**src/rtl/fifo_drain_pkg.sv**
```systemverilog
// ============================================================================
// Module  : fifo_drain_pkg
// Brief   : Shared types and constants for the FIFO read-drain block.
// Revision: 1.0 - initial release
// ============================================================================
`default_nettype none

`ifndef DATA_WIDTH
`define DATA_WIDTH 8
`endif

package fifo_drain_pkg;

    typedef enum logic [1:0] {
        IDLE   = 2'd0,
        FILL   = 2'd1,
        STREAM = 2'd2,
        FULL   = 2'd3
    } drain_state_t;

    localparam int c_pkt_len_default = 16;
    localparam int c_stat_width      = 16;

endpackage

`default_nettype wire

```
**src/rtl/drain_skid_buf.sv**
```systemverilog
// ============================================================================
// Module  : drain_skid_buf
// Brief   : Two-entry in-order skid buffer; head is a register, not a mux.
// Revision: 1.0 - initial release
// ============================================================================
`default_nettype none

module drain_skid_buf #(
    parameter int DATA_WIDTH = 8
) (
    input  logic                  clk,
    input  logic                  rst,
    input  logic                  clr,
    input  logic                  push,
    input  logic                  pop,
    input  logic [DATA_WIDTH-1:0] din,
    output logic [1:0]            occ,
    output logic [DATA_WIDTH-1:0] head
);

    logic [1:0]            r_occ;
    logic [DATA_WIDTH-1:0] r_head;
    logic [DATA_WIDTH-1:0] r_tail;

    // Caller guarantees push at occ==2 only together with pop.
    always_ff @(posedge clk) begin
        if (rst) begin
            r_occ  <= 2'd0;
            r_head <= '0;
            r_tail <= '0;
        end else if (clr) begin
            r_occ <= 2'd0;
        end else begin
            case (r_occ)
                2'd0: begin
                    if (push) begin
                        r_head <= din;
                        r_occ  <= 2'd1;
                    end
                end
                2'd1: begin
                    if (push && pop) begin
                        r_head <= din;
                    end else if (push) begin
                        r_tail <= din;
                        r_occ  <= 2'd2;
                    end else if (pop) begin
                        r_occ <= 2'd0;
                    end
                end
                default: begin
                    if (pop) begin
                        r_head <= r_tail;
                        if (push) begin
                            r_tail <= din;
                        end else begin
                            r_occ <= 2'd1;
                        end
                    end
                end
            endcase
        end
    end

    assign occ  = r_occ;
    assign head = r_head;

endmodule

`default_nettype wire

```
**src/rtl/fifo_rd_drain.sv**
```systemverilog
// ============================================================================
// Module  : fifo_rd_drain
// Brief   : Drains a FIFO into a valid/ready stream with packet framing.
//           Optional beat statistics enabled by macro FIFO_DRAIN_STATS_EN.
// Revision: 1.0 - initial release
// ============================================================================
`default_nettype none

`ifndef DATA_WIDTH
`define DATA_WIDTH 8
`endif

module fifo_rd_drain
    import fifo_drain_pkg::*;
#(
    parameter int DATA_WIDTH = `DATA_WIDTH,
    parameter int PKT_LEN    = c_pkt_len_default
) (
    input  logic                    rd_clk,
    input  logic                    rst,
    input  logic                    empty,
    input  logic                    underflow,
    input  logic [DATA_WIDTH-1:0]   rdata,
    output logic                    rd_en,
    input  logic                    flush,
    output logic                    out_valid,
    input  logic                    out_ready,
    output logic [DATA_WIDTH-1:0]   out_data,
    output logic                    out_last,
    output logic                    err_underflow,
    output logic [c_stat_width-1:0] stat_beats
);

    localparam logic [15:0] c_last_idx = 16'(PKT_LEN - 1);

    drain_state_t r_state;
    drain_state_t w_state_next;
    logic         r_inf;
    logic [1:0]   w_occ;
    logic [1:0]   w_occ_next;
    logic         w_pop;
    logic         w_push;
    logic         w_rd_en;
    logic [15:0]  r_beat_idx;
    logic         r_err;

    assign w_pop  = out_valid && out_ready;
    // A word landing in the flush cycle belongs to the discarded stream.
    assign w_push = r_inf && !flush;

    always_comb begin
        w_rd_en = 1'b0;
        if (!rst && !empty && !flush) begin
            w_rd_en = (({1'b0, w_occ} + {2'b00, r_inf}) - {2'b00, w_pop}) < 3'd2;
        end
    end

    always_comb begin
        w_occ_next   = w_occ;
        w_state_next = r_state;
        if (flush) begin
            w_occ_next   = 2'd0;
            w_state_next = IDLE;
        end else begin
            w_occ_next = (w_occ + {1'b0, w_push}) - {1'b0, w_pop};
            case (w_occ_next)
                2'd0:    w_state_next = w_rd_en ? FILL : IDLE;
                2'd1:    w_state_next = STREAM;
                default: w_state_next = FULL;
            endcase
        end
    end

    always_ff @(posedge rd_clk) begin
        if (rst) begin
            r_state <= IDLE;
            r_inf   <= 1'b0;
        end else begin
            r_state <= w_state_next;
            r_inf   <= w_rd_en;
        end
    end

    drain_skid_buf #(
        .DATA_WIDTH (DATA_WIDTH)
    ) u_buf (
        .clk  (rd_clk),
        .rst  (rst),
        .clr  (flush),
        .push (w_push),
        .pop  (w_pop),
        .din  (rdata),
        .occ  (w_occ),
        .head (out_data)
    );

    always_ff @(posedge rd_clk) begin
        if (rst || flush) begin
            r_beat_idx <= 16'd0;
        end else if (w_pop) begin
            r_beat_idx <= (r_beat_idx == c_last_idx) ? 16'd0 : r_beat_idx + 16'd1;
        end
    end

    always_ff @(posedge rd_clk) begin
        if (rst) begin
            r_err <= 1'b0;
        end else if (underflow) begin
            r_err <= 1'b1;
        end
    end

`ifdef FIFO_DRAIN_STATS_EN
    logic [c_stat_width-1:0] r_stat;

    always_ff @(posedge rd_clk) begin
        if (rst) begin
            r_stat <= '0;
        end else if (w_pop && (r_stat != {c_stat_width{1'b1}})) begin
            r_stat <= r_stat + {{(c_stat_width-1){1'b0}}, 1'b1};
        end
    end

    assign stat_beats = r_stat;
`else
    assign stat_beats = '0;
`endif

    assign rd_en         = w_rd_en;
    assign out_valid     = (r_state == STREAM) || (r_state == FULL);
    assign out_last      = out_valid && (r_beat_idx == c_last_idx);
    assign err_underflow = r_err;

endmodule

`default_nettype wire

```
**config.mk**
```make
export PLATFORM = sky130hd
export DESIGN_NAME = fifo_rd_drain
export DESIGN_NICKNAME = d
export VERILOG_FILES = /design/src/rtl/fifo_drain_pkg.sv /design/src/rtl/drain_skid_buf.sv /design/src/rtl/fifo_rd_drain.sv
export SDC_FILE = /design/constraint.sdc
export NUM_CORES = 1
export LEC_CHECK = 0
export CELL_PAD_IN_SITES_DETAIL_PLACEMENT = 0
export CELL_PAD_IN_SITES_GLOBAL_PLACEMENT = 2
export CORE_MARGIN = 2
export CORE_UTILIZATION = 28
export CTS_CLUSTER_DIAMETER = 50
export DETAILED_ROUTE_END_ITERATION = 16
export HOLD_SLACK_MARGIN = 0.1
export PLACE_DENSITY = 0.78
export SYNTH_ARGS = -nofsm -noshare
export SYNTH_HDL_FRONTEND = slang
export SYNTH_SLANG_ARGS = --single-unit
```
**constraint.sdc**
```tcl
create_clock -name rd_clk -period 2.3 [get_ports rd_clk]
set_clock_uncertainty 0.15 [all_clocks]
set_input_delay 0.46 -clock rd_clk [delete_from_list [all_inputs] [get_ports rd_clk]]
set_output_delay 0.46 -clock rd_clk [all_outputs]
set_load 0.05 [all_outputs]
```
==> metrics <==
outcome=complete, but fails checks; violated checks=negative setup slack; initial antenna violation count=0; largest cells by area after synthesis=dfxtp_1, mux2i_1, buf_4; final WL=~4000 µm; DP Worst Slack=-0.7117 ns; area share of the largest cell type after synthesis=0.3900; CTS tree=done; minimum clock period=around 2.6 ns; die width=roughly 86 µm; Placer Congestion=a little over 0.7; vias in the first global route=1,545; Worst R2R Setup Slack=between 0.1 and 0.15 ns; Critical Path AT=just under 2 ns; TritonCTS buffer count=5; Global Route Usage Sum=0.1175; largest net degree at the start of global routing=27; max-slew violations=0; Initial DRC Count=between 50 and 60; Leak=0.9495 nW; Avg Cell Area, Syn=roughly 8.8 µm²; VDD IR-drop max=around 0.00023 V; H-tree Lvls=2; pwr dens=roughly 540 nW/µm²; reg-to-reg endpoint=r_beat_idx[14]$_SDFFE_PP0P_; core area=roughly 6700 µm²; Crit. Startpoint=r_beat_idx[14]$_SDFFE_PP0P_; CP max stage cell=or4_4; Worst R2R Path Depth=6; Routed WL per cell=between 10 and 15 µm; hold buffer count at CTS=0; worst relative slew slack=0.6623; Placed Instances=between 300 and 400; synth warn=0; Final #Nets=~290; most frequent cells after synthesis=dfxtp_1, nor2_1, mux2i_1; fill count=704; cell family with most CP delay=simple AND/OR/NAND/NOR gates; sequential area share after synthesis=0.3900; grt ovf=0; most used cell, CP=or4_4; FMAX=just under 400 MHz; Async SR Flop Fraction=0; I/O Buffers=25; Hold Vio Cnt, Final=0; I/O pin count=42; ant diodes=0; EDFF count, synth=0; Yosys reg bits=37; area added between synthesis and finish=38.54%; MaxCap Viol Count=0; first-pass GRT wire length=6934 µm; Post-Syn Instances=about 220; met2 wire length=1961 µm; final cell count without fillers=352; CTS max path bufs=2; row count=30; crit share post-route=1.121; initial core utilization=0.2843; CP Class=flip-flop to output pin; DIE AREA=7458 µm²; fin util=0.3938; height of the die=86.36 µm; Detail Placement HPWL=a little over 3000 µm; class of the worst hold path=flip-flop to flip-flop; routed via count=about 1,600; Yosys top cell by area=dfxtp_1; Critical path buffers and inverters=1; Power Total=between 1 and 1.5 mW; M1 WL=1850 µm; Largest stage delay, worst path=between 0.5 and 0.6 ns; Clk Tree Root Cell=clkbuf_8; clk_lat worst skew=0.30 ns; metal3 WL=approximately 150 µm; worst path cell trace=or4_4, or4_4, nor2_4, buf_12; post-synthesis cell area=around 1900 µm²; residual DRC count=0; clk slew on worst S/H paths=0.07 ns; layout cell share with drive strength beyond 1=0.2426; Worst Setup Start Kind=flip-flop; stages on the worst setup path=4; RSZ-0062 raised after global routing=true; Main synth FF type=dfxtp_1; CP endpoint=out_last; Cell variety after synth=36; TritonRoute pass-1 iters=4; CTS Sinks=37; Setup Viol. Count Final=2; DR vias/cell=between 4 and 5; DR top layer=met4; FF-to-FF Start=r_beat_idx[14]$_SDFFE_PP0P_; slack of the critical path=-0.2792 ns; Slew @ Worst Pin=just over 0.5 ns; crit-path max FO=3; Worst EP required=1.69 ns; most common cell in the netlist=dfxtp_1; element type at the critical path end=output pin; Final ANT Viol Nets=0
layout make-up:
type / instances / area, µm² / area share
clock inverters: 3 / 46.29 / 0.01759
repair buffers: 60 / 545.5 / 0.2073
well taps: 80 / 100.1 / 0.03804
clock buffers: 5 / 68.82 / 0.02615
flip-flops and latches: 37 / 752.0 / 0.2858
inverters: 5 / 18.77 / 0.007133
multi-input cells: 162 / 1100 / 0.4180
where the power goes:
part	total [mW]	switching, mW	internal (mW)
sequential	0.651	0.00540	0.646
clock	0.580	0.255	0.325
combinational	0.190	0.125	0.0650
total	1.42	0.386	1.04
how the worst min path moves through the flow:
| stage | slack, ns | depth (start not counted) | startpoint | endpoint |
|---|---|---|---|---|
| 3_3_place_gp | 0.30 | 2 | err_underflow$_SDFFE_PP0P_ | err_underflow$_SDFFE_PP0P_ |
| 6_report | 0.32 | 2 | err_underflow$_SDFFE_PP0P_ | err_underflow$_SDFFE_PP0P_ |
| 2_1_floorplan | 0.30 | 2 | u_buf.r_tail[0]$_SDFFE_PP0P_ | u_buf.r_tail[0]$_SDFFE_PP0P_ |
| 5_1_grt | 0.35 | 2 | u_buf.r_tail[2]$_SDFFE_PP0P_ | u_buf.r_tail[2]$_SDFFE_PP0P_ |
| 4_1_cts | 0.33 | 2 | u_buf.r_tail[7]$_SDFFE_PP0P_ | u_buf.r_tail[7]$_SDFFE_PP0P_ |
| 3_5_place_dp | 0.31 | 2 | u_buf.r_tail[7]$_SDFFE_PP0P_ | u_buf.r_tail[7]$_SDFFE_PP0P_ |
what timing repair did:
item | in CTS | in global routing
pin swaps | 9 | 1
setup endpoints to repair | 2 | 2
buffers inserted | 1 | 0
resized for setup | 8 | 3
kinds of logic (layout without fill, tap and decap cells):
| group | Yosys count | in the layout | share of synthesized area |
|---|---|---|---|
| simple gates | 88 | 88 | 0.2418 |
| flops | 37 | 37 | 0.3900 |
| buf+inv | 32 | 73 | 0.09882 |
| compound gates | 21 | 21 | 0.07576 |
| xor+xnor | 17 | 17 | 0.07839 |
| mux | 17 | 17 | 0.08959 |
| fa+ha+maj | 3 | 3 | 0.02371 |
| other cells | 1 | 16 | 0.001974 |
layout by cell type, fill, tap and decap left out, types with 2 or more instances in the layout:
master / netlist / routed
or4_1: 3 / 2
buf_4: 16 / 33
buf_6: 1 / 2
dfxtp_4: 0 / 2
nor2_1: 32 / 30
buf_12: 0 / 3
clkdlybuf4s50_1: 0 / 21
conb_1: 1 / 16
nand3_1: 4 / 4
a211oi_1: 8 / 8
nand4_1: 6 / 6
or4_4: 1 / 2
mux2i_1: 17 / 17
nor2b_1: 2 / 2
nor3_1: 5 / 5
o21ai_0: 4 / 3
xnor2_1: 13 / 13
a21oi_1: 4 / 4
nand2_1: 7 / 7
dfxtp_2: 0 / 3
and3_1: 2 / 2
clkbuf_8: 0 / 5
nor4_1: 4 / 4
ha_1: 2 / 2
nand2b_1: 16 / 16
inv_1: 5 / 5
o21ai_2: 1 / 2
nor2_4: 0 / 2
dfxtp_1: 37 / 32
xor2_1: 4 / 3
worst min-delay path, stage by stage (launching register included):
cell     delay [ns]
dfxtp_1        0.33
nor2_1         0.05
nor2_1         0.06
metrics by stage:
stage          hold slack, ns  cell area (µm²)  setup TNS (ns)
2_1_floorplan          0.2983             2028         -0.2455
3_3_place_gp           0.3011             2495         -0.8610
3_5_place_dp           0.3146             2495         -0.9456
4_1_cts                0.3317             2624         -0.6141
5_1_grt                0.3478             2631         -0.7027
6_report               0.3225             2631         -0.5401
registers in the layout, summed over array words and instances (netlist names):
| register | flops |
|---|---|
| err_underflow | 1 |
| r_beat_idx | 16 |
| r_inf | 1 |
| r_state | 1 |
| u_buf.head | 8 |
| u_buf.occ | 2 |
| u_buf.r_tail | 8 |
routing by layer:
metal	vias up	track usage
li1	813	-
met3	2	0.03048
met5	-	0
met4	0	0.04261
met1	725	0.1394
met2	22	0.2042
Power figures use the tool's default switching activity.
